### src/rtl/muldiv_sequencer.sv
`timescale 1ns/1ps
// muldiv_sequencer
//   Iterative radix-2 sequencer for the RV32M MUL/DIV/REM family. Runs beside
//   the single-cycle ALU. Each operation takes a fixed WIDTH+2 cycles after
//   acceptance: WIDTH iterations (CALC), one sign-fix cycle (FIX) and a
//   one-cycle done pulse (DONE).
//
// Ports
//   clk     in   system clock, rising edge
//   rst_n   in   asynchronous active-low reset
//   start   in   operation request, sampled only in IDLE
//   funct3  in   M-extension op (000 MUL .. 111 REMU)
//   src_a   in   rs1: multiplicand / dividend
//   src_b   in   rs2: multiplier / divisor
//   flush   in   abort the in-flight operation
//   busy    out  operation in flight (CALC or FIX)
//   stall   out  pipeline stall request, also high in the request cycle
//   done    out  one-cycle pulse, result valid
//   result  out  registered result, held until the next completed operation
module muldiv_sequencer #(
    parameter int WIDTH = 32,
    parameter int CNT_W = 6
) (
    input  logic             clk,
    input  logic             rst_n,
    input  logic             start,
    input  logic [2:0]       funct3,
    input  logic [WIDTH-1:0] src_a,
    input  logic [WIDTH-1:0] src_b,
    input  logic             flush,
    output logic             busy,
    output logic             stall,
    output logic             done,
    output logic [WIDTH-1:0] result
);

    localparam logic [WIDTH-1:0] MIN_NEG  = {1'b1, {(WIDTH-1){1'b0}}};
    localparam logic [CNT_W-1:0] LAST_CNT = CNT_W'(WIDTH-1);

    typedef enum logic [1:0] {S_IDLE, S_CALC, S_FIX, S_DONE} state_t;

    state_t               state_q, state_d;
    logic [2:0]           op_q, op_d;
    logic [WIDTH-1:0]     opnd_q, opnd_d;      // multiplicand (mul) or divisor (div)
    logic [2*WIDTH-1:0]   acc_q, acc_d;        // product, or quotient in the low half
    logic [WIDTH-1:0]     rem_q, rem_d;        // settled partial remainder
    logic [WIDTH-1:0]     orig_a_q, orig_a_d;  // raw dividend for the divide-by-zero remainder
    logic                 neg_q, neg_d;
    logic                 dbz_q, dbz_d;
    logic                 ovf_q, ovf_d;
    logic [CNT_W-1:0]     cnt_q, cnt_d;
    logic [WIDTH-1:0]     result_q, result_d;

    // Two's-complement magnitude when the operand is interpreted as signed.
    function automatic logic [WIDTH-1:0] magnitude(input logic [WIDTH-1:0] v, input logic is_signed);
        logic signed [WIDTH-1:0] sv;
        sv = v;
        return (is_signed && (sv < 0)) ? -v : v;
    endfunction

    // Operand classification for the request cycle.
    logic             a_sgn, b_sgn, is_div, is_rem, neg_a, neg_b;
    logic [WIDTH-1:0] mag_a, mag_b;

    assign a_sgn  = (funct3 == 3'b001) || (funct3 == 3'b010) || (funct3 == 3'b100) || (funct3 == 3'b110);
    assign b_sgn  = (funct3 == 3'b001) || (funct3 == 3'b100) || (funct3 == 3'b110);
    assign is_div = funct3[2];
    assign is_rem = funct3[2] & funct3[1];
    assign neg_a  = a_sgn & src_a[WIDTH-1];
    assign neg_b  = b_sgn & src_b[WIDTH-1];
    assign mag_a  = magnitude(src_a, a_sgn);
    assign mag_b  = magnitude(src_b, b_sgn);

    // One radix-2 iteration of each algorithm.
    logic [WIDTH:0]       mul_sum;
    logic [WIDTH:0]       div_shift;
    logic                 div_ge;
    logic [WIDTH-1:0]     div_diff;

    assign mul_sum   = {1'b0, acc_q[2*WIDTH-1:WIDTH]} + (acc_q[0] ? {1'b0, opnd_q} : '0);
    assign div_shift = {rem_q, acc_q[WIDTH-1]};
    assign div_ge    = (div_shift >= {1'b0, opnd_q});
    // When div_ge holds the difference is below the divisor, so WIDTH bits suffice.
    assign div_diff  = div_shift[WIDTH-1:0] - opnd_q;

    // Sign correction and output selection.
    logic [2*WIDTH-1:0]   prod_fix;
    logic [WIDTH-1:0]     quo_fix, rem_fix, fix_val;

    assign prod_fix = neg_q ? -acc_q : acc_q;
    assign quo_fix  = neg_q ? -acc_q[WIDTH-1:0] : acc_q[WIDTH-1:0];
    assign rem_fix  = neg_q ? -rem_q : rem_q;

    always_comb begin
        fix_val = prod_fix[WIDTH-1:0];
        case (op_q)
            3'b000:                 fix_val = prod_fix[WIDTH-1:0];
            3'b001, 3'b010, 3'b011: fix_val = prod_fix[2*WIDTH-1:WIDTH];
            3'b100, 3'b101:         fix_val = dbz_q ? '1 : (ovf_q ? MIN_NEG : quo_fix);
            default:                fix_val = dbz_q ? orig_a_q : (ovf_q ? '0 : rem_fix);
        endcase
    end

    // State register
    always_ff @(posedge clk or negedge rst_n) begin
        if (!rst_n) state_q <= S_IDLE;
        else        state_q <= state_d;
    end

    // Next-state logic
    always_comb begin
        state_d = state_q;
        case (state_q)
            S_IDLE:  if (start && !flush) state_d = S_CALC;
            S_CALC:  if (flush) state_d = S_IDLE;
                     else if (cnt_q == LAST_CNT) state_d = S_FIX;
            S_FIX:   state_d = flush ? S_IDLE : S_DONE;
            S_DONE:  state_d = S_IDLE;
            default: state_d = S_IDLE;
        endcase
    end

    // Outputs
    always_comb begin
        busy  = (state_q == S_CALC) || (state_q == S_FIX);
        stall = busy || (start && (state_q == S_IDLE));
        done  = (state_q == S_DONE);
    end

    assign result = result_q;

    // Datapath next values
    always_comb begin
        op_d     = op_q;
        opnd_d   = opnd_q;
        acc_d    = acc_q;
        rem_d    = rem_q;
        orig_a_d = orig_a_q;
        neg_d    = neg_q;
        dbz_d    = dbz_q;
        ovf_d    = ovf_q;
        cnt_d    = cnt_q;
        result_d = result_q;
        case (state_q)
            S_IDLE: begin
                if (start && !flush) begin
                    op_d     = funct3;
                    opnd_d   = is_div ? mag_b : mag_a;
                    acc_d    = {{WIDTH{1'b0}}, (is_div ? mag_a : mag_b)};
                    rem_d    = '0;
                    orig_a_d = src_a;
                    // Remainder sign follows the dividend; everything else is the XOR.
                    neg_d    = is_rem ? neg_a : (neg_a ^ neg_b);
                    dbz_d    = is_div && (src_b == '0);
                    ovf_d    = is_div && !funct3[0] && (src_a == MIN_NEG) && (src_b == '1);
                    cnt_d    = '0;
                end
            end
            S_CALC: begin
                cnt_d = cnt_q + CNT_W'(1);
                if (op_q[2]) begin
                    rem_d = div_ge ? div_diff : div_shift[WIDTH-1:0];
                    acc_d = {acc_q[2*WIDTH-1:WIDTH], acc_q[WIDTH-2:0], div_ge};
                end else begin
                    acc_d = {mul_sum, acc_q[WIDTH-1:1]};
                end
            end
            S_FIX: begin
                if (!flush) result_d = fix_val;
            end
            default: ;
        endcase
    end

    // Datapath registers
    always_ff @(posedge clk or negedge rst_n) begin
        if (!rst_n) begin
            op_q     <= '0;
            opnd_q   <= '0;
            acc_q    <= '0;
            rem_q    <= '0;
            orig_a_q <= '0;
            neg_q    <= 1'b0;
            dbz_q    <= 1'b0;
            ovf_q    <= 1'b0;
            cnt_q    <= '0;
            result_q <= '0;
        end else begin
            op_q     <= op_d;
            opnd_q   <= opnd_d;
            acc_q    <= acc_d;
            rem_q    <= rem_d;
            orig_a_q <= orig_a_d;
            neg_q    <= neg_d;
            dbz_q    <= dbz_d;
            ovf_q    <= ovf_d;
            cnt_q    <= cnt_d;
            result_q <= result_d;
        end
    end

endmodule

### config.mk
export PLATFORM = sky130hd
export DESIGN_NAME = muldiv_sequencer
export DESIGN_NICKNAME = d
export VERILOG_FILES = /design/src/rtl/muldiv_sequencer.sv
export SDC_FILE = /design/constraint.sdc
export NUM_CORES = 1
export LEC_CHECK = 0
export CORE_UTILIZATION = 45
export DETAILED_ROUTE_END_ITERATION = 12
export PLACE_DENSITY_LB_ADDON = 0.3
export SYNTH_ARGS = -nofsm -noshare
export SYNTH_HDL_FRONTEND = slang
export SYNTH_SLANG_ARGS = --single-unit
### constraint.sdc
create_clock -name clk -period 3.3 [get_ports clk]
set_input_delay 0.66 -clock clk [delete_from_list [all_inputs] [get_ports clk]]
set_output_delay 0.66 -clock clk [all_outputs]
set_load 0.05 [all_outputs]
==> results_dict.tcl <==
set metrics [dict create \
    status "completed" \
    io_buffers 105 \
    yosysTopAreaCellShare_pct 30.3 \
    die_w_um 196 \
    power.internal_mw 11.4 \
    p_clk_share_pct 13.6 \
    io_pins 106 \
    power_mw 23.4 \
    drc 0 \
    ir_drop_v 0.000536 \
    max_freq_ghz 0.311 \
    critPathRequiredTime_ps 3730 \
    vias 17788 \
    final_cell_mix "nand2_1, dfrtp_1, nor2_1, o21ai_0, buf_4" \
    ys_seq_area_share_pct 30.3 \
    end_kind "flip-flop" \
    p_per_area_mw_per_mm2 1130 \
    syn2layout_area_growth_pct 21.7 \
    skew_ps 12.7 \
    cts_setup_buffers 0 \
    grt_max_degree 88 \
    highest_layer "met5" \
    final_common_cell "nand2_1" \
    rows 70 \
    worstPathArrival_ps 3650 \
    crit_chain "or4_4, or3_4, or4_4, o41ai_2, xnor2_1, a221oi_1, buf_4, nor2_1, a21oi_1, a21oi_1" \
    min_period_over_period_pct 97.5 \
    hold_viol 0 \
    n_fill_cell 3392 \
    sequentialPowerShare_pct 21.7 \
    synth_area_leaders "dfrtp_1, nand2_1, o21ai_0" \
    worstMarginPinSlew_ps 1070 \
    syn_avg_cell_area_um2 7.84 \
    synthCells 2167 \
    setup_ws_ps 81.6 \
    route.met2.wl_mm 28.2 \
    synth_xor_xnor_area_share_pct 9.74 \
    crit_type "reg -> reg" \
    clockBufferDepth 3 \
    switching_power_mw 12.0 \
    avgRoutedWirePerCell_um 22.6 \
    layout-drive-gt1-share_pct 13.5 \
    maxCapViolCount 0 \
    p_leak_nw 8.84 \
    synth-simple-area-share_pct 20.6 \
    synth-main-ff-cell "dfrtp_1" \
    synth_nets 2315 \
    synth_fa_ha_area_share_pct 5.76 \
    synth-edff-count 0 \
    synth_compound_area_share_pct 25.8 \
    grt_pass1_wl_mm 99.3 \
    hold_class "in -> async" \
    synth_top_family_by_area "compound AO/OA/AOI/OAI gates" \
    path_clk_slew_ps 60 \
    cts_tree "built" \
    grt_usage_pct 33.6 \
    critPathLaunchType "flip-flop" \
    grt_pass1_vias 16774 \
    setup_viol 0 \
    htree_levels 1 \
    maxSlewHeadroom_pct 28.3 \
    place_ws_ps -293 \
    maxSlewViolCount 0 \
    cts.sinks 206 \
    start_util_pct 46.1 \
    clk-insertion-delay-late_ps 570 \
    wl_met1_mm 27.3 \
    cts_buffers 26 \
    place_congestion 0.998 \
    path_max_fanout 6 \
    pwr-share-comb_pct 64.7 \
    final.min_clock_period_ps 3220 \
    antenna_cells 0 \
    dieHeight_um 196 \
    num-nets-final 2505 \
    slowest_stage "or4_4" \
    drtPass1Iterations 7 \
    synth.area.mux_share_pct 3.08 \
    antenna_found_initial 1 \
    yosys_warnings 0 \
    synth_area_leader_cell "dfrtp_1" \
    slowest_delay_ps 550 \
    drt-total-wl_mm 65.0 \
    synth_seq_cells 206 \
    clockRootBuffer "clkbuf_16" \
    fp.dieArea_mm2 0.0385 \
    ctsHoldBuffers 0 \
    vias_per_cell 6.17 \
    netlist-cell-type-count 81 \
    antenna_left 0 \
    cts_resized 0 \
    grt_overflow_total 0 \
    drt_iter0_markers 1963 \
    ys_async_sr_fraction_pct 100 \
    synthesis.area_mm2 0.0170 \
    switching_share_pct 51.4 \
    core_mm2 0.0369 \
    wl_met3_mm 5.62 \
    hpwlAfterDp_mm 50.5 \
]
-- worst max-delay path: cells and delay by family, from the launching register on --
family          cells  cell delay (ps)
compound gates      4              870
xor+xnor            1              180
buf+inv             1              200
flops               1              380
simple gates        4             1440
-- logic make-up (layout without fill, tap and decap cells) --
kind of cell,Yosys count,count (layout)
DFF,206,206
AOI/OAI and AO/OA,680,680
buffers and inverters,210,420
and+or+nand+nor,755,755
xor gates and xnor gates,189,189
muxes,50,50
adders and majority gates,77,77
-- state kept, by name (all words and copies together), names as in the netlist --
name,cells
ovf_q,1
acc_q,64
orig_a_q,32
dbz_q,1
cnt_q,6
state_q,2
op_q,3
neg_q,1
result,32
rem_q,32
opnd_q,32
-- cells in the mapped netlist, types with 17 or more instances --
cell / count
or3_1: 17
xnor2_1: 110
a211oi_1: 37
nor2_1: 203
nand2b_1: 20
o211ai_1: 17
mux2i_1: 32
nand2_1: 299
o21ai_0: 202
a221oi_1: 37
nand4_1: 22
dfrtp_1: 206
o31ai_1: 43
nor3_1: 59
a31oi_1: 22
nand3_1: 31
inv_1: 77
a21oi_1: 174
xor2_1: 79
clkbuf_1: 115
mux2_2: 18
ha_1: 75
-- final timing paths --
check                          start      endpoint  slack (ps)  depth (start not counted)
min                            rst_n     opnd_q[8]          90                          1
min in group clk           opnd_q[3]     opnd_q[3]         480                          2
max reg2reg                 rem_q[7]    result[21]          80                         10
max in group asynchronous      rst_n  orig_a_q[28]        2280                          2
max                         rem_q[7]    result[21]          80                         10
min reg2reg                opnd_q[3]     opnd_q[3]         480                          2
-- metal layers --
metal	vias to the layer above	global-route usage [%]
met5	-	0
met4	2	17.7
met3	140	5.09
met2	905	50.9
met1	8511	46.1
li1	8230	-
-- cell type report --
class | instances | area, um^2 | share of cell area (%)
Sequential cell | 206 | 5160 | 24.9
Inverter | 77 | 289 | 1.40
Clock inverter | 15 | 226 | 1.10
Tap cell | 504 | 631 | 3.05
Multi-Input combinational cell | 1751 | 11100 | 53.9
Timing Repair Buffer | 295 | 2510 | 12.1
Clock buffer | 33 | 717 | 3.47
-- power by group through the flow --
| stage | sequential [mW] | clock [mW] | combinational, mW |
|---|---|---|---|
| after detailed placement | 5.05 | 0 | 14.7 |
| after CTS | 5.01 | 3.22 | 14.7 |
| after global routing | 5.16 | 3.31 | 16.4 |
| final | 5.07 | 3.18 | 15.1 |
| after global placement | 5.00 | 0 | 14.4 |
| after floorplan | 5.24 | 0 | 9.45 |
-- through the flow --
stage / setup TNS (ps) / std cells / utilization, % / area [um^2] / hold WS (ps)
finish: 0 / 2881 / 56.1 / 20700 / 89.9
global route: -15.5 / 2881 / 56.1 / 20700 / 140
CTS: 0 / 2881 / 55.8 / 20600 / 134
detailed placement: -3090 / 2833 / 53.3 / 19600 / 467
global placement: -1940 / 2833 / 53.3 / 19600 / 463
floorplan: 0 / 2167 / - / 17000 / 364
No activity file was read; power rests on OpenSTA's default activity.
